<file path="src/rtl/nes_poll_scheduler.sv">
// Dual NES pad poller: one shared latch/clock pair, two serial data lines,
// deserialised into active-high button vectors with newly-pressed flags.
module nes_poll_scheduler #(
    parameter int unsigned POLL_CYCLES  = 833333,
    parameter int unsigned LATCH_CYCLES = 600,
    parameter int unsigned HALF_CYCLES  = 300
) (
    input  logic       clk,
    input  logic       reset,
    input  logic       en,
    input  logic       d0,
    input  logic       d1,
    output logic       nes_latch,
    output logic       nes_clk,
    output logic [7:0] p0_buttons,
    output logic [7:0] p1_buttons,
    output logic [7:0] p0_pressed,
    output logic [7:0] p1_pressed,
    output logic       valid,
    output logic       busy
);
    // state | meaning: IDLE wait for start | LATCH latch pulse | LOW clk low, sample at end
    //                  HIGH clk high, advance bit | DONE publish vectors
    typedef enum logic [2:0] {S_IDLE, S_LATCH, S_LOW, S_HIGH, S_DONE} state_t;

    localparam int unsigned PW     = (POLL_CYCLES > 1) ? $clog2(POLL_CYCLES) : 1;
    localparam int unsigned PH_MAX = (LATCH_CYCLES > HALF_CYCLES) ? LATCH_CYCLES : HALF_CYCLES;
    localparam int unsigned CW     = $clog2(PH_MAX);

    localparam logic [PW-1:0] POLL_LAST  = PW'(POLL_CYCLES - 1);
    localparam logic [CW-1:0] LATCH_LOAD = CW'(LATCH_CYCLES - 1);
    localparam logic [CW-1:0] HALF_LOAD  = CW'(HALF_CYCLES - 1);

    state_t          state_q, state_d;
    logic [PW-1:0]   poll_q;
    logic [CW-1:0]   phase_q, phase_d;
    logic [2:0]      bit_q, bit_d;
    logic [1:0]      meta_q, sync_q;
    logic [7:0]      shift0_q, shift1_q;
    logic [7:0]      p0_buttons_q, p1_buttons_q, p0_pressed_q, p1_pressed_q;
    logic            latch_q, nclk_q, valid_q, busy_q;
    logic            start;
    logic            sample;

    assign start = en && (poll_q == '0) && (state_q == S_IDLE);

    always_comb begin
        state_d = state_q;
        phase_d = phase_q;
        bit_d   = bit_q;
        sample  = 1'b0;
        case (state_q)
            S_IDLE: begin
                if (start) begin
                    state_d = S_LATCH;
                    phase_d = LATCH_LOAD;
                    bit_d   = 3'd0;
                end
            end
            S_LATCH: begin
                if (phase_q == '0) begin
                    state_d = S_LOW;
                    phase_d = HALF_LOAD;
                end else begin
                    phase_d = phase_q - 1'b1;
                end
            end
            S_LOW: begin
                if (phase_q == '0) begin
                    sample = 1'b1;
                    if (bit_q == 3'd7) begin
                        state_d = S_DONE;
                    end else begin
                        state_d = S_HIGH;
                        phase_d = HALF_LOAD;
                    end
                end else begin
                    phase_d = phase_q - 1'b1;
                end
            end
            S_HIGH: begin
                if (phase_q == '0) begin
                    state_d = S_LOW;
                    phase_d = HALF_LOAD;
                    bit_d   = bit_q + 3'd1;
                end else begin
                    phase_d = phase_q - 1'b1;
                end
            end
            S_DONE: begin
                state_d = S_IDLE;
            end
            default: begin
                state_d = S_IDLE;
            end
        endcase
    end

    always_ff @(posedge clk or posedge reset) begin
        if (reset) begin
            state_q      <= S_IDLE;
            poll_q       <= '0;
            phase_q      <= '0;
            bit_q        <= 3'd0;
            meta_q       <= 2'b00;
            sync_q       <= 2'b00;
            shift0_q     <= 8'h00;
            shift1_q     <= 8'h00;
            p0_buttons_q <= 8'h00;
            p1_buttons_q <= 8'h00;
            p0_pressed_q <= 8'h00;
            p1_pressed_q <= 8'h00;
            latch_q      <= 1'b0;
            nclk_q       <= 1'b0;
            valid_q      <= 1'b0;
            busy_q       <= 1'b0;
        end else begin
            state_q <= state_d;
            phase_q <= phase_d;
            bit_q   <= bit_d;
            meta_q  <= {d1, d0};
            sync_q  <= meta_q;

            if (!en || poll_q == POLL_LAST) begin
                poll_q <= '0;
            end else begin
                poll_q <= poll_q + 1'b1;
            end

            // Pad data is active-low; store pressed as 1.
            if (sample) begin
                shift0_q[bit_q] <= ~sync_q[0];
                shift1_q[bit_q] <= ~sync_q[1];
            end

            if (state_q == S_DONE) begin
                p0_buttons_q <= shift0_q;
                p1_buttons_q <= shift1_q;
                p0_pressed_q <= shift0_q & ~p0_buttons_q;
                p1_pressed_q <= shift1_q & ~p1_buttons_q;
            end

            latch_q <= (state_d == S_LATCH);
            nclk_q  <= (state_d == S_HIGH);
            valid_q <= (state_q == S_DONE);
            busy_q  <= (state_d != S_IDLE);
        end
    end

    assign nes_latch  = latch_q;
    assign nes_clk    = nclk_q;
    assign valid      = valid_q;
    assign busy       = busy_q;
    assign p0_buttons = p0_buttons_q;
    assign p1_buttons = p1_buttons_q;
    assign p0_pressed = p0_pressed_q;
    assign p1_pressed = p1_pressed_q;

endmodule

</file>
<file path="config.mk">
export PLATFORM = sky130hd
export DESIGN_NAME = nes_poll_scheduler
export DESIGN_NICKNAME = d
export VERILOG_FILES = /design/src/rtl/nes_poll_scheduler.sv
export SDC_FILE = /design/constraint.sdc
export NUM_CORES = 1
export LEC_CHECK = 0
export ABC_CLOCK_PERIOD_IN_PS = 2900
export BUFFER_PORTS_ARGS = -buffer_cell sky130_fd_sc_hd__buf_2
export CAP_MARGIN = 20
export CORE_ASPECT_RATIO = 0.8
export CORE_MARGIN = 8
export CORE_UTILIZATION = 50
export DETAILED_ROUTE_END_ITERATION = 16
export PLACE_DENSITY = 0.84
export SLEW_MARGIN = 15
export SYNTH_ARGS = -nofsm -noshare
export SYNTH_HDL_FRONTEND = slang
export SYNTH_SLANG_ARGS = --single-unit
</file>
<file path="constraint.sdc">
create_clock -name clk -period 2.9 [get_ports clk]
set_input_delay 0.725 -clock clk [delete_from_list [all_inputs] [get_ports clk]]
set_output_delay 0.725 -clock clk [all_outputs]
set_load 0.03 [all_outputs]
</file>
==> flow_metrics.py, run 1 <==
metrics = {
    "clock_tree": {
        "clockRootBuffer": "clkbuf_8",
        "insertion_delay_ns": 0.36,
        "cts_tree": "yes",
        "hold_buffers": 0,
        "clock_path_buffers": 2,
        "htreeDepth": 3,
        "cts_resized": 0,
        "post_cts_buffers": 0,
        "clk_pin_slew_ns": 0.09,
        "cts-buffers-inserted": 9,
        "cts_sinks": 92,
    },
    "critical_path": {
        "cp-start-kind": "flip-flop",
        "path_max_fanout": 8,
        "setup.worst_path.end_class": "flip-flop",
        "rr_startpoint": "phase_q[1]$_DFFE_PP0P_",
        "arrival_ns": 2.67,
        "path_class": "reg -> reg",
        "cp.required_ns": 3.14,
        "cp-startpoint": "phase_q[1]$_DFFE_PP0P_",
    },
    "finish": {
        "diodes": 0,
        "layout.cells.most_common": "dfrtp_1",
        "drive_gt1_frac": 0.181,
        "final_cell_mix": "dfrtp_1, nand2_1, buf_2",
        "n_fill_cell": 708,
        "post-route-util": 0.569,
        "synthToLayoutAreaGrowth_pct": 12.6,
        "nets": 463,
    },
    "worst_hold_path": {
        "min_from": "meta_q[0]$_DFF_PP0_",
        "hold_class": "reg -> reg",
    },
    "synth": {
        "muxShareOfSynthArea": 0.0349,
        "synthFlopType": "dfrtp_1",
        "synth_xor_area_frac": 0.0293,
        "synth_edf_count": 0,
        "synthArstFlopShare": 1.00,
        "postSynthCellCount": 414,
        "syn_nets": 424,
        "synth-simple-area-share": 0.195,
        "syn-mean-instance-area_um2": 10.1,
        "ys_types": 49,
        "synth_compound_area_frac": 0.134,
        "synthAdderAreaFrac": 0.0149,
        "yosys_warnings": 0,
        "syn_area_um2": 4190,
        "synth_top_family_by_area": "simple AND/OR/NAND/NOR gates",
        "ys_seq_area_frac": 0.550,
        "ys_ff_latch": 92,
    },
    "timing": {
        "tns_ns": 0,
        "hold_viol": 0,
        "slew_violations": 0,
        "finalCritPeriodShare": 0.839,
        "worst_slack_ns": 0.466,
        "fin_crit_ns": 2.43,
        "grt_setup_unrepaired": "no",
        "tightest_slew_ns": 0.759,
        "skew_ns": 0.0121,
        "max_freq_mhz": 411,
        "max_slew_margin": 0.490,
        "setup_viol": 0,
        "whs_ns": 0.355,
    },
    "grt": {
        "met3_usage": 0.0427,
        "grt_usage": 0.158,
        "antenna_found_initial": 0,
        "gr-total-overflow": 0,
        "gr-usage-met2": 0.257,
        "globalRouteMet1Util": 0.195,
        "busiest_layer": "met2",
        "grt_max_degree": 50,
        "grt_pass1_vias": 3206,
        "grt_pass1_wl_um": 15200,
    },
    "detailed_routing": {
        "drt_first_pass_iters": 4,
        "wirelength_um": 8860,
        "viasPerCell": 5.72,
        "post_drt_wl_per_cell_um": 15.5,
        "ant_nets": 0,
        "drt_iter0_markers": 246,
        "drc": 0,
        "vias": 3258,
    },
    "floorplan": {
        "initial_utilization": 0.505,
        "die-height_um": 97.9,
        "rows": 30,
        "coreArea_um2": 8300,
        "die_w_um": 118,
        "ios": 41,
        "die_area_um2": 11600,
    },
    "power": {
        "cellPowerDensity_nw_per_um2": 461,
        "ir_drop_mv": 0.281,
        "p_leak_nw": 2.11,
        "power_mw": 2.17,
    },
    "status": {
        "status": "finished clean",
    },
    "placement": {
        "hpwl_um": 6330,
        "gp_congestion": 0.907,
        "post-place-ws_ns": 0.515,
        "port_buffers": 40,
    },
    "job": {
        "maxCapViolations": 0,
    },
}
[flip-flops by register name (all words and copies together), names as in the netlist, 3 cells and up]
name / count
bit_q: 3
p0_buttons: 8
p0_pressed: 8
p1_buttons: 8
p1_pressed: 8
phase_q: 10
poll_q: 20
shift0_q: 8
shift1_q: 8
state_q: 3
[logic make-up (layout without fill, tap and decap cells)]
kind of cell | count (synthesis) | count (layout)
AND/OR/NAND/NOR | 154 | 154
flip-flops | 92 | 92
AO/OA/AOI/OAI | 88 | 88
buffers and inverters | 47 | 91
XOR/XNOR | 14 | 14
multiplexers | 14 | 14
adder cells (fa/ha/maj) | 5 | 5
[stage by stage]
step	std cells	area (um^2)
global route	570	4720
finish	570	4720
global placement	554	4530
CTS	570	4720
detailed placement	554	4530
floorplan	414	4190
[critical path, cell delays in order (launching register included)]
cell,delay (ns)
dfrtp_1,0.43
inv_1,0.10
ha_1,0.19
or3b_2,0.56
nor3_1,0.50
buf_4,0.22
nand3_1,0.14
mux2i_1,0.18
[synth_stat cells (2+ instances only)]
cell / count / share of area
or2_2: 4 / 0.0060
and2_1: 3 / 0.0045
o22ai_1: 3 / 0.0045
o32a_1: 2 / 0.0048
nand2_1: 45 / 0.040
o31ai_1: 20 / 0.036
nor4b_1: 4 / 0.0084
clkbuf_1: 18 / 0.016
buf_1: 3 / 0.0027
dfrtp_1: 92 / 0.55
o31a_1: 2 / 0.0042
nor2_1: 23 / 0.021
mux2i_1: 9 / 0.022
and3_1: 2 / 0.0030
or3_1: 4 / 0.0060
nor4_1: 8 / 0.012
mux2_2: 5 / 0.013
or4_1: 4 / 0.0072
ha_1: 5 / 0.015
inv_1: 25 / 0.022
xor2_1: 6 / 0.013
nand4_1: 11 / 0.016
nor4_2: 2 / 0.0060
and4_1: 4 / 0.0084
nor3_1: 12 / 0.014
nand3_1: 14 / 0.017
nor3b_1: 2 / 0.0036
o21ai_0: 29 / 0.035
xnor2_1: 8 / 0.017
nand2b_1: 7 / 0.010
a21oi_1: 13 / 0.016
a31oi_1: 8 / 0.012
[layer usage]
metal,up-vias,wire [um]
li1,1565,-
met2,103,4270
met3,17,546
met4,0,144
met5,-,0
met1,1573,3900
[area by class of cell]
type	count	area (um^2)	share of cell area
Clock inverter	7	62.6	0.0133
Tap cell	112	140	0.0297
Inverter	25	97.6	0.0207
Timing Repair Buffer	50	275	0.0583
Clock buffer	9	124	0.0263
Multi-Input combinational cell	275	1720	0.364
Sequential cell	92	2300	0.488
[final timing paths]
path / endpoint / slack [ns] / cells after the start
worst max-delay path: shift1_q[1]$_DFFE_PP0P_ / 0.47 / 7
worst min-delay path: sync_q[0]$_DFF_PP0_ / 0.36 / 0
worst max register to register: shift1_q[1]$_DFFE_PP0P_ / 0.47 / 7
worst min register to register: sync_q[0]$_DFF_PP0_ / 0.36 / 0
max in group asynchronous: p1_buttons[1]$_DFFE_PP0P_ / 1.83 / 3
min in group asynchronous: shift0_q[6]$_DFFE_PP0P_ / 0.38 / 2
[where the power goes]
group / switching [mW] / internal [mW]
Combinational: 0.0432 / 0.0159
Sequential: 0.00878 / 1.29
Clock: 0.487 / 0.331
Total: 0.539 / 1.63
No activity file was read; power rests on OpenSTA's default activity.
==> run 2, diff against run 1 <==
--- a/config.mk
+++ b/config.mk
@@ -5,14 +5,14 @@
 export SDC_FILE = /design/constraint.sdc
 export NUM_CORES = 1
 export LEC_CHECK = 0
-export ABC_CLOCK_PERIOD_IN_PS = 2900
+export ABC_CLOCK_PERIOD_IN_PS = 2440
 export BUFFER_PORTS_ARGS = -buffer_cell sky130_fd_sc_hd__buf_2
 export CAP_MARGIN = 20
 export CORE_ASPECT_RATIO = 0.8
 export CORE_MARGIN = 8
 export CORE_UTILIZATION = 50
 export DETAILED_ROUTE_END_ITERATION = 16
-export PLACE_DENSITY = 0.84
+export PLACE_DENSITY = 0.81
 export SLEW_MARGIN = 15
 export SYNTH_ARGS = -nofsm -noshare
 export SYNTH_HDL_FRONTEND = slang
==> constraint.sdc (replaced) <==
create_clock -name clk -period 2.44 [get_ports clk]
set_input_delay 0.61 -clock clk [delete_from_list [all_inputs] [get_ports clk]]
set_output_delay 0.61 -clock clk [all_outputs]
set_load 0.03 [all_outputs]
==> run 2 against run 1 <==
  * Design area rose by 3.2%
  * Final cell count grew 1.2%
  * Setup slack worse by 0.32 ns
  * Count of clock-buffer cells in the layout is the same
  * Maximum frequency rose by 6.1%
  * Clock skew fell by 0.0026 ns
  * Critical endpoint is now phase_q[2]$_DFFE_PP0P_
  * Largest power group unchanged
==> flow_metrics.py, run 2 (synthesis results as in run 1) <==
metrics = {
    "status": {
        "status": "finished clean",
    },
    "critical_path": {
        "regToRegSetupSlack_ns": 0.15,
        "cp.required_ns": 2.69,
        "rr_startpoint": "phase_q[0]$_DFFE_PP0P_",
        "cp-start-kind": "flip-flop",
        "r2r-end": "phase_q[2]$_DFFE_PP0P_",
        "path_max_fanout": 4,
        "arrival_ns": 2.54,
        "setup.worst_path.end_class": "flip-flop",
        "cp-startpoint": "phase_q[0]$_DFFE_PP0P_",
        "path_class": "reg -> reg",
        "ff2ff_path_depth": 6,
    },
    "finish": {
        "regMostFlops": "poll_q",
        "diodes": 0,
        "multi_input_area_um2": 1720,
        "drive_gt1_frac": 0.196,
        "top_regs": "poll_q (20), phase_q (10)",
        "layout.cells.most_common": "dfrtp_1",
        "synthToLayoutAreaGrowth_pct": 16.2,
        "final_cell_mix": "dfrtp_1, nand2_1, buf_2",
        "regArea_um2": 2300,
        "fin_cells": 577,
        "largest_reg_flops": 20,
        "postLayoutCellArea_um2": 4870,
        "nets": 470,
        "n_fill_cell": 710,
    },
    "clock_tree": {
        "post_cts_buffers": 0,
        "cts_tree": "yes",
        "clock_path_buffers": 2,
        "insertion_delay_ns": 0.36,
        "clockRootBuffer": "clkbuf_8",
        "htreeDepth": 3,
        "cts_sinks": 92,
        "cts_resized": 0,
        "clk_pin_slew_ns": 0.09,
        "hold_buffers": 0,
        "cts-buffers-inserted": 9,
    },
    "timing": {
        "max_freq_mhz": 436,
        "setup_viol": 0,
        "skew_ns": 0.00950,
        "tightest_slew_ns": 0.625,
        "grt_setup_unrepaired": "no",
        "hold_viol": 0,
        "fin_crit_ns": 2.29,
        "tns_ns": 0,
        "finalCritPeriodShare": 0.940,
        "worst_slack_ns": 0.146,
        "slew_violations": 0,
        "max_slew_margin": 0.582,
    },
    "floorplan": {
        "coreArea_um2": 8300,
        "ios": 41,
        "die-height_um": 97.9,
        "die_area_um2": 11600,
        "initial_utilization": 0.505,
        "rows": 30,
        "die_w_um": 118,
    },
    "worst_hold_path": {
        "hold_class": "in -> async",
    },
    "grt": {
        "grt_pass1_wl_um": 15500,
        "grt_pass1_vias": 3152,
        "grt_max_degree": 37,
        "antenna_found_initial": 0,
        "grt_usage": 0.163,
        "gr-total-overflow": 0,
    },
    "power": {
        "cellPowerDensity_nw_per_um2": 588,
        "ir_drop_mv": 0.273,
        "p_leak_nw": 2.19,
        "power_mw": 2.86,
    },
    "detailed_routing": {
        "wl_met3_um": 763,
        "wl_met2_um": 4200,
        "drc": 0,
        "vias": 3299,
        "wirelength_um": 9110,
        "viasPerCell": 5.72,
        "highest_layer": "met4",
        "drt_first_pass_iters": 5,
        "drt_iter0_markers": 237,
        "drt-met1-wl_um": 4070,
        "ant_nets": 0,
        "post_drt_wl_per_cell_um": 15.8,
    },
    "placement": {
        "gp_congestion": 0.886,
        "port_buffers": 40,
        "placed_area_um2": 4620,
        "post-place-ws_ns": 0.194,
        "hpwl_um": 6550,
        "placedCellCount": 561,
    },
    "job": {
        "maxCapViolations": 0,
    },
}
run 2: layout make-up:
cell class                 instances  area share
clock buffer                       9      0.0254
tap                              112      0.0288
clock inverter                     7      0.0249
timing repair buffer              57      0.0750
sequential                        92       0.473
multi-input combinational        275       0.353
inverter                          25      0.0200
run 2: critical path: stages (launching register included):
cell     delay [ns]
dfrtp_1        0.42
inv_1          0.09
ha_1           0.21
or3b_2         0.47
or4_4          0.57
and3_1         0.20
o31a_1         0.23
run 2: report_power, final:
part	leakage [nW]	internal [mW]	total, mW	switching (mW)
Combinational	0.858	0.0232	0.0770	0.0538
Sequential	1.21	1.53	1.54	0.0103
Clock	0.124	0.688	1.24	0.557
Total	2.19	2.24	2.86	0.621
run 2: worst max path at each step:
stage | to | slack [ns]
global placement | phase_q[2]$_DFFE_PP0P_ | 0.23
global route | shift0_q[6]$_DFFE_PP0P_ | 0.05
floorplan | phase_q[2]$_DFFE_PP0P_ | 0.13
detailed placement | phase_q[2]$_DFFE_PP0P_ | 0.19
CTS | phase_q[2]$_DFFE_PP0P_ | 0.16
finish | phase_q[2]$_DFFE_PP0P_ | 0.15
run 2: metal layers:
layer / GRT usage / vias up
li1: - / 1582
met3: 0.0686 / 7
met1: 0.210 / 1590
met5: 0 / -
met4: 0.0452 / 0
met2: 0.246 / 120
run 2: metrics by stage:
stage | hold WS [ns] | utilization
floorplan | 0.331 | -
global placement | 0.336 | 0.557
detailed placement | 0.336 | 0.557
CTS | 0.286 | 0.587
global route | 0.305 | 0.587
finish | 0.292 | 0.587
==> run 3, diff against run 2 <==
--- a/config.mk
+++ b/config.mk
@@ -11,6 +11,7 @@
 export CORE_ASPECT_RATIO = 0.8
 export CORE_MARGIN = 8
 export CORE_UTILIZATION = 50
+export CTS_BUF_LIST = sky130_fd_sc_hd__clkbuf_2
 export DETAILED_ROUTE_END_ITERATION = 16
 export PLACE_DENSITY = 0.81
 export SLEW_MARGIN = 15
==> run 3 against run 2 <==
  * Maximum frequency shrank 1.8%
  * Worst hold slack worse by 0.23 ns
  * Sequential power about the same
  * Wire length fell by 1.7%
==> flow_metrics.py, run 3 (synthesis results as in run 1) <==
metrics = {
    "status": {
        "status": "finished clean",
    },
    "floorplan": {
        "ios": 41,
        "die-height_um": 97.9,
        "coreArea_um2": 8300,
        "die_area_um2": 11600,
        "rows": 30,
        "initial_utilization": 0.505,
        "die_w_um": 118,
    },
    "timing": {
        "grt_setup_unrepaired": "no",
        "tightest_slew_ns": 0.624,
        "slew_violations": 0,
        "skew_ns": 0.0235,
        "max_freq_mhz": 428,
        "hold_viol": 0,
        "fin_crit_ns": 2.34,
        "tns_ns": 0,
        "max_slew_margin": 0.583,
        "finalCritPeriodShare": 0.957,
        "setup_viol": 0,
    },
    "placement": {
        "gp_congestion": 0.886,
        "port_buffers": 40,
        "placed_area_um2": 4620,
        "hpwl_um": 6550,
    },
    "detailed_routing": {
        "post_drt_wl_per_cell_um": 15.5,
        "ant_nets": 0,
        "wirelength_um": 8960,
        "drt_iter0_markers": 173,
        "viasPerCell": 5.64,
        "drt_first_pass_iters": 4,
        "vias": 3253,
        "drc": 0,
    },
    "power": {
        "switching_power_mw": 0.592,
        "clock_power_share": 0.376,
        "cellPowerDensity_nw_per_um2": 543,
        "ir_drop_mv": 0.316,
        "p_int_mw": 2.01,
        "power_frac_comb": 0.029,
        "p_leak_nw": 2.16,
        "switching_share": 0.228,
        "power_mw": 2.60,
        "seq_power_share": 0.594,
    },
    "job": {
        "maxCapViolations": 0,
    },
    "critical_path": {
        "ff2ff_path_depth": 6,
        "slowest_stage": "or4_4",
        "cp_top_family": "simple AND/OR/NAND/NOR gates",
        "cp-start-kind": "flip-flop",
        "crit_path_max_incr_delay_ns": 0.57,
        "path_buf_inv": 1,
        "cp.required_ns": 2.90,
        "setup.worst_path.end_class": "flip-flop",
        "crit_chain": "inv_1 > ha_1 > or3b_2 > or4_4 > and3_1 > o31a_1",
        "path_class": "reg -> reg",
        "crit_cells": 6,
        "arrival_ns": 2.79,
        "path_max_fanout": 4,
    },
    "grt": {
        "grt_pass1_wl_um": 15400,
        "gr-total-overflow": 0,
        "grt_usage": 0.161,
        "grt_max_degree": 37,
        "antenna_found_initial": 0,
        "grt_pass1_vias": 3111,
    },
    "clock_tree": {
        "clockRootBuffer": "clkbuf_2",
        "clock_path_buffers": 2,
        "post_cts_buffers": 0,
        "clk_pin_slew_ns": 0.25,
        "cts_sinks": 92,
        "cts_resized": 0,
        "htreeDepth": 3,
        "hold_buffers": 0,
        "cts_tree": "yes",
        "insertion_delay_ns": 0.55,
        "cts-buffers-inserted": 9,
    },
    "finish": {
        "regMostFlops": "poll_q",
        "multi_input_area_um2": 1720,
        "drive_gt1_frac": 0.196,
        "largest_reg_flops": 20,
        "layout.cells.most_common": "dfrtp_1",
        "diodes": 0,
        "postLayoutCellArea_um2": 4790,
        "synthToLayoutAreaGrowth_pct": 14.4,
        "n_fill_cell": 721,
        "regArea_um2": 2300,
        "final_cell_mix": "dfrtp_1, nand2_1, buf_2",
        "nets": 470,
        "top_regs": "poll_q (20), phase_q (10)",
    },
    "worst_hold_path": {
        "hold_class": "in -> async",
    },
}
## run 3: per-layer routing
metal  vias up  GRT usage  part of all wire
li1       1586          -                 -
met1      1563      0.209              0.46
met2        92      0.245              0.46
met3        12     0.0646             0.071
met4         0     0.0393             0.010
met5         -          0                 0
## run 3: worst reg2reg max path, stage by stage (launching register included)
cell	delay (ns)
dfrtp_1	0.47
inv_1	0.09
ha_1	0.22
or3b_2	0.47
or4_4	0.57
and3_1	0.20
o31a_1	0.23
## run 3: power groups by stage
stage	combinational [mW]	clock [mW]	sequential (mW)
after floorplan	0.0516	0	1.56
after global placement	0.0778	0	1.57
after detailed placement	0.0792	0	1.57
after CTS	0.0796	1.00	1.55
after global routing	0.0887	1.06	1.55
final	0.0766	0.978	1.55
## run 3: layout make-up
cell class | instances | area share
tap | 112 | 0.0293
timing repair buffer | 57 | 0.0763
clock inverter | 7 | 0.0253
sequential | 92 | 0.481
clock buffer | 9 | 0.00940
multi-input combinational | 275 | 0.359
inverter | 25 | 0.0204
## run 3: metrics by stage
stage	hold WS (ns)	utilization	setup slack (ns)	std cells
6_report	0.0641	0.578	0.105	577
2_1_floorplan	0.331	-	0.130	414
4_1_cts	0.0428	0.578	0.140	577
5_1_grt	0.0214	0.578	0.0552	577
3_5_place_dp	0.336	0.557	0.194	561
3_3_place_gp	0.336	0.557	0.232	561
## run 3: final timing paths
kind                                   startpoint                         to  slack, ns
min in group clk                               d1        meta_q[1]$_DFF_PP0_       0.16
max in group asynchronous                   reset  p1_buttons[7]$_DFFE_PP0P_       1.78
max                        phase_q[0]$_DFFE_PP0P_     phase_q[2]$_DFFE_PP0P_       0.10
min reg2reg                   meta_q[0]$_DFF_PP0_        sync_q[0]$_DFF_PP0_       0.38
min                                         reset  p0_pressed[1]$_DFFE_PP0P_       0.06
max reg2reg                phase_q[0]$_DFFE_PP0P_     phase_q[2]$_DFFE_PP0P_       0.10
